<file path="src/rtl/lcd_value_writer.sv">
// lcd_value_writer: renders an unsigned value as NUM_CHARS ASCII characters
// (hex or unsigned decimal) on an HD44780-style LCD. Every write first sends a
// Set-DDRAM-address command, then the characters, one byte per
// SETUP / PULSE / WAIT cycle.
// Optional build macro LCD_WRITER_LZB_EN: when defined, leading '0'
// characters (all but the rightmost) are replaced by spaces.
module lcd_value_writer #(
  parameter int DATA_W    = 16,
  parameter int NUM_CHARS = 4,
  parameter int EN_CYCLES = 50,
  parameter int BYTE_WAIT = 2500
) (
  input  logic              clk,
  input  logic              reset,
  input  logic              lcd_ready,
  input  logic              start,
  input  logic              mode_dec,
  input  logic              row,
  input  logic [3:0]        col,
  input  logic [DATA_W-1:0] data_in,
  output logic              busy,
  output logic              done,
  output logic              overflow,
  output logic [7:0]        lcd_data,
  output logic              lcd_rs,
  output logic              lcd_rw,
  output logic              lcd_en
);

  localparam int BCD_W = 4 * NUM_CHARS;
  localparam int CHR_W = 8 * NUM_CHARS;

  typedef enum logic [2:0] {
    S_WAIT_RDY,
    S_READY,
    S_CONVERT,
    S_SETUP,
    S_PULSE,
    S_WAIT
  } state_t;

  state_t            state_q, state_d;
  logic              busy_q, busy_d;
  logic              done_q, done_d;
  logic              overflow_q, overflow_d;
  logic [7:0]        lcd_data_q, lcd_data_d;
  logic              lcd_rs_q, lcd_rs_d;
  logic              lcd_en_q, lcd_en_d;
  logic [DATA_W-1:0] val_q, val_d;
  logic              mode_q, mode_d;
  logic              row_q, row_d;
  logic [3:0]        col_q, col_d;
  logic [BCD_W-1:0]  bcd_q, bcd_d;
  logic              dec_ovf_q, dec_ovf_d;
  logic [5:0]        conv_cnt_q, conv_cnt_d;
  logic [CHR_W-1:0]  chars_q, chars_d;
  logic [3:0]        idx_q, idx_d;
  logic [31:0]       cnt_q, cnt_d;

  // conversion datapath signals
  logic [63:0]       wide_val;
  logic [BCD_W-1:0]  dd_adj;
  logic              dd_carry;
  logic [BCD_W-1:0]  dd_bcd;
  logic [BCD_W-1:0]  dig;
  logic              conv_ovf;
  logic [CHR_W-1:0]  conv_chars;
  logic [3:0]        nib;
  logic [7:0]        chr;
  logic              conv_last;
`ifdef LCD_WRITER_LZB_EN
  logic              lead;
`endif

  // One double-dabble step plus digit-to-ASCII mapping of the result
  always_comb begin
    wide_val = 64'(val_q);
    dd_adj   = bcd_q;
    for (int k = 0; k < NUM_CHARS; k++) begin
      if (dd_adj[4*k +: 4] >= 4'd5) begin
        dd_adj[4*k +: 4] = dd_adj[4*k +: 4] + 4'd3;
      end
    end
    dd_carry = dd_adj[BCD_W-1];
    dd_bcd   = {dd_adj[BCD_W-2:0], val_q[DATA_W-1]};
    if (mode_q) begin
      dig      = dd_bcd;
      conv_ovf = dec_ovf_q | dd_carry;
    end else begin
      dig      = wide_val[BCD_W-1:0];
      conv_ovf = |(wide_val >> BCD_W);
    end
    conv_chars = '0;
    nib        = '0;
    chr        = '0;
`ifdef LCD_WRITER_LZB_EN
    lead       = 1'b1;
`endif
    for (int i = 0; i < NUM_CHARS; i++) begin
      nib = dig[4*(NUM_CHARS-1-i) +: 4];
      if (nib < 4'd10) begin
        chr = 8'h30 + {4'h0, nib};
      end else begin
        chr = 8'h37 + {4'h0, nib};
      end
`ifdef LCD_WRITER_LZB_EN
      if (lead && (nib == 4'd0) && (i != NUM_CHARS-1)) begin
        chr = 8'h20;
      end else begin
        lead = 1'b0;
      end
`endif
      if (conv_ovf) begin
        chr = 8'h2A;
      end
      conv_chars[8*(NUM_CHARS-1-i) +: 8] = chr;
    end
  end

  // Sequencer: capture, convert, then address byte followed by characters
  always_comb begin
    state_d    = state_q;
    done_d     = 1'b0;
    overflow_d = overflow_q;
    lcd_data_d = lcd_data_q;
    lcd_rs_d   = lcd_rs_q;
    val_d      = val_q;
    mode_d     = mode_q;
    row_d      = row_q;
    col_d      = col_q;
    bcd_d      = bcd_q;
    dec_ovf_d  = dec_ovf_q;
    conv_cnt_d = conv_cnt_q;
    chars_d    = chars_q;
    idx_d      = idx_q;
    cnt_d      = cnt_q;
    conv_last  = 1'b0;

    case (state_q)
      S_WAIT_RDY: begin
        if (lcd_ready) begin
          state_d = S_READY;
        end
      end
      S_READY: begin
        if (start) begin
          val_d      = data_in;
          mode_d     = mode_dec;
          row_d      = row;
          col_d      = col;
          bcd_d      = '0;
          dec_ovf_d  = 1'b0;
          conv_cnt_d = '0;
          state_d    = S_CONVERT;
        end
      end
      S_CONVERT: begin
        if (mode_q) begin
          bcd_d      = dd_bcd;
          val_d      = val_q << 1;
          dec_ovf_d  = dec_ovf_q | dd_carry;
          conv_cnt_d = conv_cnt_q + 6'd1;
          conv_last  = (conv_cnt_q == 6'(DATA_W-1));
        end else begin
          conv_last  = 1'b1;
        end
        if (conv_last) begin
          chars_d    = conv_chars;
          overflow_d = conv_ovf;
          lcd_data_d = {1'b1, row_q, 2'b00, col_q};
          lcd_rs_d   = 1'b0;
          idx_d      = '0;
          cnt_d      = '0;
          state_d    = S_SETUP;
        end
      end
      S_SETUP: begin
        cnt_d   = '0;
        state_d = S_PULSE;
      end
      S_PULSE: begin
        if (cnt_q == 32'(EN_CYCLES-1)) begin
          cnt_d   = '0;
          state_d = S_WAIT;
        end else begin
          cnt_d = cnt_q + 32'd1;
        end
      end
      S_WAIT: begin
        if (cnt_q == 32'(BYTE_WAIT-1)) begin
          cnt_d = '0;
          if (idx_q == 4'(NUM_CHARS)) begin
            done_d  = 1'b1;
            state_d = S_READY;
          end else begin
            lcd_data_d = chars_q[CHR_W-1 -: 8];
            chars_d    = chars_q << 8;
            lcd_rs_d   = 1'b1;
            idx_d      = idx_q + 4'd1;
            state_d    = S_SETUP;
          end
        end else begin
          cnt_d = cnt_q + 32'd1;
        end
      end
      default: begin
        state_d = S_WAIT_RDY;
      end
    endcase

    if ((state_q != S_WAIT_RDY) && !lcd_ready) begin
      state_d = S_WAIT_RDY;
      done_d  = 1'b0;
      cnt_d   = '0;
    end
  end

  // Registered outputs follow the next state so nothing is combinational
  always_comb begin
    lcd_en_d = (state_d == S_PULSE);
    busy_d   = (state_d != S_READY);
  end

  // State and datapath registers
  always_ff @(posedge clk or negedge reset) begin
    if (!reset) begin
      state_q    <= S_WAIT_RDY;
      busy_q     <= 1'b1;
      done_q     <= 1'b0;
      overflow_q <= 1'b0;
      lcd_data_q <= 8'h00;
      lcd_rs_q   <= 1'b0;
      lcd_en_q   <= 1'b0;
      val_q      <= '0;
      mode_q     <= 1'b0;
      row_q      <= 1'b0;
      col_q      <= '0;
      bcd_q      <= '0;
      dec_ovf_q  <= 1'b0;
      conv_cnt_q <= '0;
      chars_q    <= '0;
      idx_q      <= '0;
      cnt_q      <= '0;
    end else begin
      state_q    <= state_d;
      busy_q     <= busy_d;
      done_q     <= done_d;
      overflow_q <= overflow_d;
      lcd_data_q <= lcd_data_d;
      lcd_rs_q   <= lcd_rs_d;
      lcd_en_q   <= lcd_en_d;
      val_q      <= val_d;
      mode_q     <= mode_d;
      row_q      <= row_d;
      col_q      <= col_d;
      bcd_q      <= bcd_d;
      dec_ovf_q  <= dec_ovf_d;
      conv_cnt_q <= conv_cnt_d;
      chars_q    <= chars_d;
      idx_q      <= idx_d;
      cnt_q      <= cnt_d;
    end
  end

  assign busy     = busy_q;
  assign done     = done_q;
  assign overflow = overflow_q;
  assign lcd_data = lcd_data_q;
  assign lcd_rs   = lcd_rs_q;
  assign lcd_en   = lcd_en_q;
  assign lcd_rw   = 1'b0;

endmodule

</file>
<file path="config.mk">
export PLATFORM = sky130hd
export DESIGN_NAME = lcd_value_writer
export DESIGN_NICKNAME = d
export VERILOG_FILES = /design/src/rtl/lcd_value_writer.sv
export SDC_FILE = /design/constraint.sdc
export NUM_CORES = 1
export LEC_CHECK = 0
export CORE_MARGIN = 2
export CORE_UTILIZATION = 54
export CTS_CLUSTER_SIZE = 8
export DETAILED_ROUTE_END_ITERATION = 16
export MAX_ROUTING_LAYER = met4
export PLACE_DENSITY = 0.82
export SLEW_MARGIN = 0
export SYNTH_ARGS = -nofsm -noshare
export SYNTH_HDL_FRONTEND = slang
export SYNTH_SLANG_ARGS = --single-unit
</file>
<file path="constraint.sdc">
create_clock -name clk -period 2.6 [get_ports clk]
set_input_delay 0.52 -clock clk [delete_from_list [all_inputs] [get_ports clk]]
set_output_delay 0.52 -clock clk [all_outputs]
set_load 0.005 [all_outputs]
</file>
==> impl_metrics.yaml, run 1 <==
power_and_ir_drop:
  powerDensity_nw_per_um2: 1027
  cellLeakagePower_nw: 3.806
  ir_drop_uv: 612.7
clocking:
  root_buffer: "clkbuf_16"
  clk_latency_ns: 0.42
  cts_hold_buf: 0
  cts_tree: "yes"
  cts_buffers: 17
  cts_max_level: 4
  cts.sinks: 125
  cts_buffer_depth: 2
  clk_pin_slew_ns: 0.06
logic_synthesis:
  synth-async-reset-ratio_pct: 100.0
  syn_nets: 831
  synth-adder-area-share_pct: 3.018
  synth_cell_type_count: 62
  synthTopCellsByArea: "dfrtp_1 (44%), nand2_1 (7.2%), o21ai_0 (4.5%), mux2i_1 (3.7%), a31oi_1 (3.1%)"
  synth_top_family_by_area: "simple AND/OR/NAND/NOR gates"
  yosysMostFrequentCell: "nand2_1"
  netlist_instances: 788
  synth_compound_area_share_pct: 19.30
  synth.cell_area_um2: 7048
  yosys_warnings: 0
  yosysTopAreaCell: "dfrtp_1"
  synth_seq_cells: 125
  synth_commonest_cells: "nand2_1 (135), dfrtp_1 (124), o21ai_0 (64), nand3_1 (40), a31oi_1 (35)"
  yosysTopAreaCellShare_pct: 44.03
  synth_edf_count: 0
  synth_area_per_cell_um2: 8.944
  synth-simple-area-share_pct: 23.10
  synth_top_flop_cell: "dfrtp_1"
  synth_mux_area_share_pct: 4.012
  ys_seq_area_share_pct: 44.40
  synth_xor_area_share_pct: 1.864
critical_path:
  cp_max_fo: 5
  cp_slowest_cell: "or4_4"
  r2r_slack_ns: 0.03
  worstReg2RegStart: "cnt_q[1]"
  r2r.worst_path.cells: 9
  crit_type: "reg -> reg"
  slowest_delay_ns: 0.51
  cp_cell_sequence: "inv_2 > ha_1 > or4b_1 > or4_4 > a211oi_4 > or2_4 > buf_12 > nor3_1 > a211o_1"
  cp-start-kind: "flop"
  cp.arrival_ns: 2.88
  end_kind: "flop"
  regToRegEndpoint: "cnt_q[13]"
  cp.required_ns: 2.90
timing:
  holdWs_ns: 0.02220
  slew_headroom_pct: 28.00
  worstMarginPinSlew_ns: 1.079
  rsz0062_at_grt: "yes"
  fin_ws_ns: 0.02793
  fin_crit_ns: 2.572
  drv_slew: 0
  hold_violations: 0
  fin_crit_sh_pct: 98.93
  max_freq_mhz: 388.8
  setup_viol: 0
  finalClockSkew_ns: 0.008397
route:
  routedWlPerCell_um: 17.62
  vias: 6458
  routed_via_density: 6.192
  ant_nets: 0
  finalWirelength_mm: 18.38
  drt_iter0_drc: 654
  drc: 0
  dr.pass1.iters: 6
floorplan:
  pin_count: 40
  core.rowCount: 41
  die_y_um: 118.2
  start_util_pct: 55.62
  core_um2: 12670
  dieArea_um2: 13980
  die_x_um: 118.2
place:
  place_ws_ns: -0.01687
  portBuffers: 38
  gp_congestion: 0.9454
  place_hpwl_mm: 12.39
global_routing:
  antenna_found_initial: 0
  grt_pass1_vias: 6124
  grt_max_degree: 69
  grt_usage_pct: 27.76
  grt_overflow: 0
  grt_pass1_wl_mm: 30.52
layout:
  fin_nets: 901
  finish.utilization_pct: 68.45
  n_antenna_cell: 0
  drive_gt1_share_pct: 14.58
  area_growth_pct: 23.06
min_path:
  hold_path.class: "in -> async"
status:
  status: "finished clean"
job:
  max_cap_viol_count: 0
==> worst max-delay path: cells and delay by family (launching register included) <==
| family | cells | cell delay [ns] |
|---|---|---|
| and+or+nand+nor | 4 | 1.21 |
| buffers and inverters | 2 | 0.19 |
| DFF | 1 | 0.39 |
| adders and majority gates | 1 | 0.12 |
| AOI/OAI and AO/OA | 2 | 0.54 |
==> metal layers <==
metal | up-vias | wire length, um | global-route usage, %
met5 | - | 0 | -
met4 | 0 | 254 | 8.810
met3 | 25 | 1325 | 5.164
met2 | 275 | 8474 | 40.46
met1 | 3155 | 8324 | 39.35
li1 | 3003 | - | -
==> power by group <==
| group | leakage, nW | switching, mW | internal, mW |
|---|---|---|---|
| sequential | 1.66 | 0.470 | 2.45 |
| combinational | 1.84 | 1.90 | 1.47 |
| clock | 0.313 | 0.869 | 1.75 |
| total | 3.81 | 3.24 | 5.67 |
==> state kept, by name (all words and copies together) (netlist names), 3 cells and up <==
| signal | flops |
|---|---|
| bcd_q | 16 |
| conv_cnt_q | 6 |
| lcd_data | 8 |
| col_q | 4 |
| state_q | 3 |
| val_q | 16 |
| chars_q | 28 |
| idx_q | 4 |
| cnt_q | 32 |
==> worst max path at each step <==
stage                   start          end  slack (ns)
detailed placement      start     val_q[1]       -0.02
global placement     cnt_q[1]    cnt_q[27]        0.06
floorplan            cnt_q[1]     cnt_q[3]         0.1
global route         cnt_q[1]    cnt_q[27]       -0.05
CTS                 bcd_q[13]  chars_q[28]      0.0003
finish               cnt_q[1]    cnt_q[13]        0.03
==> area by class of cell <==
type	instances	area, um^2
clock buffer	21	460.4
clock inverter	11	188.9
fill	973	3998
inverter	24	90.09
multi-input combinational	594	3700
sequential	125	3131
tap	172	215.2
timing repair buffer	96	888.4
==> kinds of logic after synthesis <==
kind of cell	Yosys count
compound gates	206
mux	28
flops	125
simple gates	327
fa+ha+maj	17
other cells	1
xor+xnor	15
buf+inv	69
==> cell usage in the layout, fill, tap and decap left out, types with 7 or more instances in the layout <==
| cell type | n |
|---|---|
| and4_1 | 9 |
| mux2i_1 | 25 |
| xnor2_1 | 8 |
| clkdlybuf4s50_1 | 37 |
| nand3_1 | 40 |
| or3_1 | 10 |
| inv_1 | 23 |
| a21o_1 | 7 |
| xor2_1 | 7 |
| nand2b_1 | 13 |
| o21ai_0 | 63 |
| o211ai_1 | 8 |
| buf_4 | 52 |
| a31oi_1 | 33 |
| and3_1 | 20 |
| nand4_1 | 8 |
| and2_1 | 10 |
| clkbuf_16 | 18 |
| nand2_1 | 135 |
| nor4_1 | 9 |
| ha_1 | 15 |
| nor2_1 | 23 |
| a21oi_1 | 24 |
| o31ai_1 | 12 |
| a221o_1 | 15 |
| dfrtp_1 | 123 |
| nor3_1 | 23 |
==> per-stage QoR <==
step | setup TNS (ns) | cells | power, mW | cell area (um^2)
after floorplan | 0 | 788 | 4.967 | 7048
after global placement | 0 | 1005 | 5.972 | 7881
after detailed placement | -0.02345 | 1005 | 6.142 | 7881
after CTS | 0 | 1037 | 8.796 | 8536
after global routing | -0.2962 | 1043 | 9.459 | 8673
final | 0 | 1043 | 8.909 | 8673
==> what timing repair did <==
action                                  in CTS  in global routing
hold endpoints to repair                     0                  0
endpoints found under the setup margin       2                 36
gates resized for setup                      1                 21
pin swaps                                    1                  4
gates cloned                                 0                  1
setup buffers                                0                  5
(Power assumes the default switching activity.)
==> run 2, diff against run 1 <==
--- a/config.mk
+++ b/config.mk
@@ -11,6 +11,7 @@
 export DETAILED_ROUTE_END_ITERATION = 16
 export MAX_ROUTING_LAYER = met4
 export PLACE_DENSITY = 0.82
+export SETUP_SLACK_MARGIN = 0.3
 export SLEW_MARGIN = 0
 export SYNTH_ARGS = -nofsm -noshare
 export SYNTH_HDL_FRONTEND = slang
==> run 2 against run 1 <==
Combinational power increased by 12%. Setup slack improved by 0.023 ns. Design area is 3.2% higher. First-iteration DRC count rose by 20%.
==> impl_metrics.yaml, run 2 (synthesis results as in run 1) <==
timing:
  fin_crit_ns: 2.549
  rsz0062_at_grt: "yes"
  worstMarginPinSlew_ns: 0.7042
  slew_headroom_pct: 52.39
  max_freq_mhz: 392.3
  setup_tns_ns: 0
  finalClockSkew_ns: 0.009382
  hold_violations: 0
  setup_viol: 0
  fin_crit_sh_pct: 98.05
  holdWs_ns: 0.1496
  drv_slew: 0
layout:
  stdcell_count: 1055
  final_common_cell: "nand2_1"
  largest_register_ff_count: 32
  largest_registers: "cnt_q (32), chars_q (28)"
  largest_register: "cnt_q"
  n_antenna_cell: 0
  regArea_um2: 3134
  fin_nets: 913
  fillers: 887
  final_cell_mix: "nand2_1 (134), dfrtp_1 (120), buf_4 (58)"
  drive_gt1_share_pct: 21.52
  finish.utilization_pct: 70.64
  area_growth_pct: 27.00
  multi_input_area_um2: 3991
global_routing:
  grt_usage_pct: 30.63
  grt_overflow: 0
  grt_max_degree: 126
  grt_pass1_wl_mm: 33.25
  antenna_found_initial: 0
  grt_pass1_vias: 6751
critical_path:
  slowest_delay_ns: 0.45
  end_kind: "flop"
  crit_type: "reg -> reg"
  cp-start-kind: "flop"
  r2r.worst_path.cells: 10
  cp.required_ns: 2.87
  cp_max_fo: 8
  cp_top_family: "simple AND/OR/NAND/NOR gates"
  cp_cell_sequence: "inv_2 > ha_4 > or4b_4 > or4_4 > a211oi_4 > buf_4 > nor2_4 > buf_6 > a31oi_1 > a31oi_1"
  cp.arrival_ns: 2.82
  cp_num_buf_inv: 3
  cp_slowest_cell: "or4_4"
  worstReg2RegStart: "cnt_q[1]"
  regToRegEndpoint: "cnt_q[5]"
  r2r_slack_ns: 0.05
  crit_top_cell: "a31oi_1"
clocking:
  clk_latency_ns: 0.43
  cts_max_level: 4
  clk_pin_slew_ns: 0.06
  cts_buffer_depth: 2
  cts.sinks: 125
  cts_tree: "yes"
  root_buffer: "clkbuf_16"
  cts_buffers: 17
power_and_ir_drop:
  p_int_mw: 5.536
  p_clk_share_pct: 25.4
  pwr-share-comb_pct: 41.8
  cellLeakagePower_nw: 3.850
  p_sw_mw: 3.537
  seq_power_share_pct: 32.9
  power.total_mw: 9.072
  ir_drop_uv: 579.8
  powerDensity_nw_per_um2: 1014
  switching_share_pct: 38.99
job:
  max_cap_viol_count: 0
floorplan:
  die_x_um: 118.2
  die_y_um: 118.2
  start_util_pct: 55.62
  dieArea_um2: 13980
  core_um2: 12670
  pin_count: 40
  core.rowCount: 41
place:
  place_hpwl_mm: 12.48
  portBuffers: 38
  gp_congestion: 0.9019
  dp_cells: 998
route:
  drc: 0
  vias: 6783
  drt_iter0_drc: 783
  dr.pass1.iters: 5
  routed_via_density: 6.429
  ant_nets: 0
  routedWlPerCell_um: 19.23
  finalWirelength_mm: 20.29
min_path:
  hold_path.class: "in -> async"
status:
  status: "finished clean"
-- run 2: power by group through the flow --
stage / logic, mW / registers (mW) / clock network [mW]
after global placement: 3.04 / 2.91 / 0
final: 3.79 / 2.98 / 2.30
after detailed placement: 3.22 / 2.95 / 0
after CTS: 3.59 / 2.95 / 2.31
after global routing: 4.13 / 3.03 / 2.42
after floorplan: 2.26 / 2.75 / 0
-- run 2: worst reg2reg max path, stage by stage, from the launching register on --
cell and delay, ns:
dfrtp_1 0.40, inv_2 0.09, ha_4 0.12, or4b_4 0.44, or4_4 0.45, a211oi_4 0.27
buf_4 0.17, nor2_4 0.07, buf_6 0.16, a31oi_1 0.16, a31oi_1 0.06
-- run 2: repair_timing --
action                     4_1_cts  5_1_grt
gates resized for setup         73       21
pin swaps                       20        6
hold buffers                     0        0
setup endpoints to repair       51       70
gates cloned                     4        0
buffers inserted                17        4
-- run 2: final cells by class --
type,instances,area share (%)
clock buffers,19,4.948
multi-input cells,595,44.59
repair buffers,107,10.65
inverters,24,1.006
flip-flops and latches,125,35.02
clock inverters,13,1.384
well taps,172,2.404
-- run 2: worst max path at each step --
stage | cells after the start | start | slack (ns) | to
4_1_cts | 9 | cnt_q[1] | 0.12 | cnt_q[13]
2_1_floorplan | 9 | cnt_q[1] | 0.21 | cnt_q[3]
6_report | 10 | cnt_q[1] | 0.05 | cnt_q[5]
5_1_grt | 10 | cnt_q[1] | -0.06 | cnt_q[5]
3_5_place_dp | 9 | cnt_q[1] | 0.03 | cnt_q[26]
3_3_place_gp | 9 | bcd_q[12] | 0.12 | chars_q[29]
-- run 2: layer usage --
layer | GRT usage, % | routed length, um | up-vias
li1 | - | - | 3037
met1 | 38.09 | 8426 | 3263
met2 | 47.11 | 9454 | 396
met3 | 6.467 | 1671 | 87
met4 | 16.11 | 735 | 0
met5 | - | 0 | -
-- run 2: metrics by stage --
stage,setup slack (ns),cell area [um^2]
2_1_floorplan,0.2081,7099
3_3_place_gp,0.1166,7838
3_5_place_dp,0.02995,7838
4_1_cts,0.1205,8825
5_1_grt,-0.06303,8951
6_report,0.05064,8951
==> run 3, diff against run 2 <==
--- a/config.mk
+++ b/config.mk
@@ -11,7 +11,7 @@
 export DETAILED_ROUTE_END_ITERATION = 16
 export MAX_ROUTING_LAYER = met4
 export PLACE_DENSITY = 0.82
-export SETUP_SLACK_MARGIN = 0.3
+export SETUP_SLACK_MARGIN = 0.5
 export SLEW_MARGIN = 0
 export SYNTH_ARGS = -nofsm -noshare
 export SYNTH_HDL_FRONTEND = slang
==> run 3 against run 2 <==
The flow now finishes with violations (negative setup slack). Non-clock buffer count is 79 higher. First-iteration DRC count is 73% higher. Cell count grew 7.7%. Register-to-register slack got worse by 0.24 ns.
==> impl_metrics.yaml, run 3 (synthesis results as in run 1) <==
floorplan:
  die_x_um: 118.2
  start_util_pct: 55.62
  dieArea_um2: 13980
  die_y_um: 118.2
  pin_count: 40
  core.rowCount: 41
  core_um2: 12670
critical_path:
  slowest_delay_ns: 0.47
  worstReg2RegStart: "cnt_q[1]"
  cp_top_family: "simple AND/OR/NAND/NOR gates"
  end_kind: "flop"
  cp-start-kind: "flop"
  cp_slowest_cell: "or4b_1"
  crit_type: "reg -> reg"
  cp.required_ns: 2.92
  cp_num_buf_inv: 2
  r2r_slack_ns: -0.19
  cp_max_fo: 7
  cp.arrival_ns: 3.10
  cp_cell_sequence: "inv_2 > ha_4 > or4b_1 > or4_4 > a211oi_4 > nor2_4 > buf_8 > and3_1 > a211o_1"
  regToRegEndpoint: "cnt_q[13]"
  r2r.worst_path.cells: 9
place:
  gp_congestion: 0.9329
  place_ws_ns: -0.02553
  place_hpwl_mm: 12.94
  portBuffers: 38
  dpl-instance-area_um2: 8040
route:
  routed_via_density: 7.158
  drc: 0
  drt_iter0_drc: 1351
  routedWlPerCell_um: 25.87
  ant_nets: 0
  dr.pass1.iters: 8
  finalWirelength_mm: 29.39
  vias: 8131
clocking:
  cts_buffer_depth: 2
  cts_max_level: 4
  cts_hold_buf: 0
  clk_latency_ns: 0.45
  cts_buffers: 17
  cts_tree: "yes"
  clk_pin_slew_ns: 0.06
  cts.sinks: 125
  root_buffer: "clkbuf_16"
timing:
  max_freq_mhz: 358.6
  setup_viol: 23
  hold_violations: 0
  slew_headroom_pct: 35.22
  fin_ws_ns: -0.1887
  drv_slew: 0
  finalClockSkew_ns: 0.01531
  rsz0062_at_grt: "yes"
  fin_crit_ns: 2.789
  fin_crit_sh_pct: 107.3
  setup_tns_ns: -1.358
  worstMarginPinSlew_ns: 0.9582
layout:
  area_growth_pct: 49.65
  largest_register_ff_count: 32
  drive_gt1_share_pct: 38.17
  design_area_um2: 10550
  finish.utilization_pct: 83.24
  final_common_cell: "nand2_1"
  final_cell_mix: "nand2_1 (113), dfrtp_1 (111), buf_4 (96)"
  fin_nets: 994
  largest_registers: "cnt_q (32), chars_q (28)"
  n_antenna_cell: 0
  largest_register: "cnt_q"
global_routing:
  antenna_found_initial: 0
  grt_overflow: 0
  grt_pass1_vias: 7033
  grt_max_degree: 45
  grt_usage_pct: 32.52
  grt_pass1_wl_mm: 35.26
status:
  status: "finished, violations left"
  violations: "negative setup slack"
power_and_ir_drop:
  cellLeakagePower_nw: 4.433
  powerDensity_nw_per_um2: 1014
  ir_drop_uv: 578.8
min_path:
  hold_path.class: "in -> async"
job:
  max_cap_viol_count: 0
## run 3: repair_timing
item / in CTS / in global routing
cloned: 2 / 6
pin swaps: 15 / 104
setup endpoints to repair: 93 / 83
resized for setup: 58 / 188
setup buffers: 37 / 66
## run 3: area by class of cell
class / instances / area (um^2)
Clock buffer: 25 / 495.5
Clock inverter: 7 / 65.06
Fill cell: 579 / 2123
Inverter: 24 / 95.09
Multi-Input combinational cell: 597 / 4722
Sequential cell: 125 / 3148
Tap cell: 172 / 215.2
Timing Repair Buffer: 186 / 1807
## run 3: report_power, final
part | switching [mW] | internal (mW)
sequential | 0.653 | 2.45
combinational | 2.93 | 2.29
clock | 0.958 | 1.41
total | 4.55 | 6.15
## run 3: worst max path at each step
stage	from	end	slack (ns)	cells after the start
after floorplan	cnt_q[1]	cnt_q[3]	0.21	9
after global placement	start	bcd_q[3]	0.06	6
after detailed placement	cnt_q[1]	cnt_q[13]	-0.03	9
after CTS	cnt_q[1]	cnt_q[13]	0.03	10
after global routing	cnt_q[1]	cnt_q[13]	-0.20	10
final	cnt_q[1]	cnt_q[13]	-0.19	9
## run 3: stage by stage
stage	instances	hold WS [ns]	power, mW
2_1_floorplan	788	0.2244	5.263
3_3_place_gp	993	0.4553	6.096
3_5_place_dp	993	0.4649	6.314
4_1_cts	1064	0.1260	8.837
5_1_grt	1136	0.1509	10.99
6_report	1136	0.09806	10.69
## run 3: routing by layer
layer / up-vias / GRT usage (%) / wire length [um]
li1: 3213 / - / -
met1: 3889 / 39.24 / 10080
met2: 744 / 50.22 / 13590
met3: 285 / 6.950 / 3187
met4: 0 / 19.43 / 2527
met5: - / - / 0
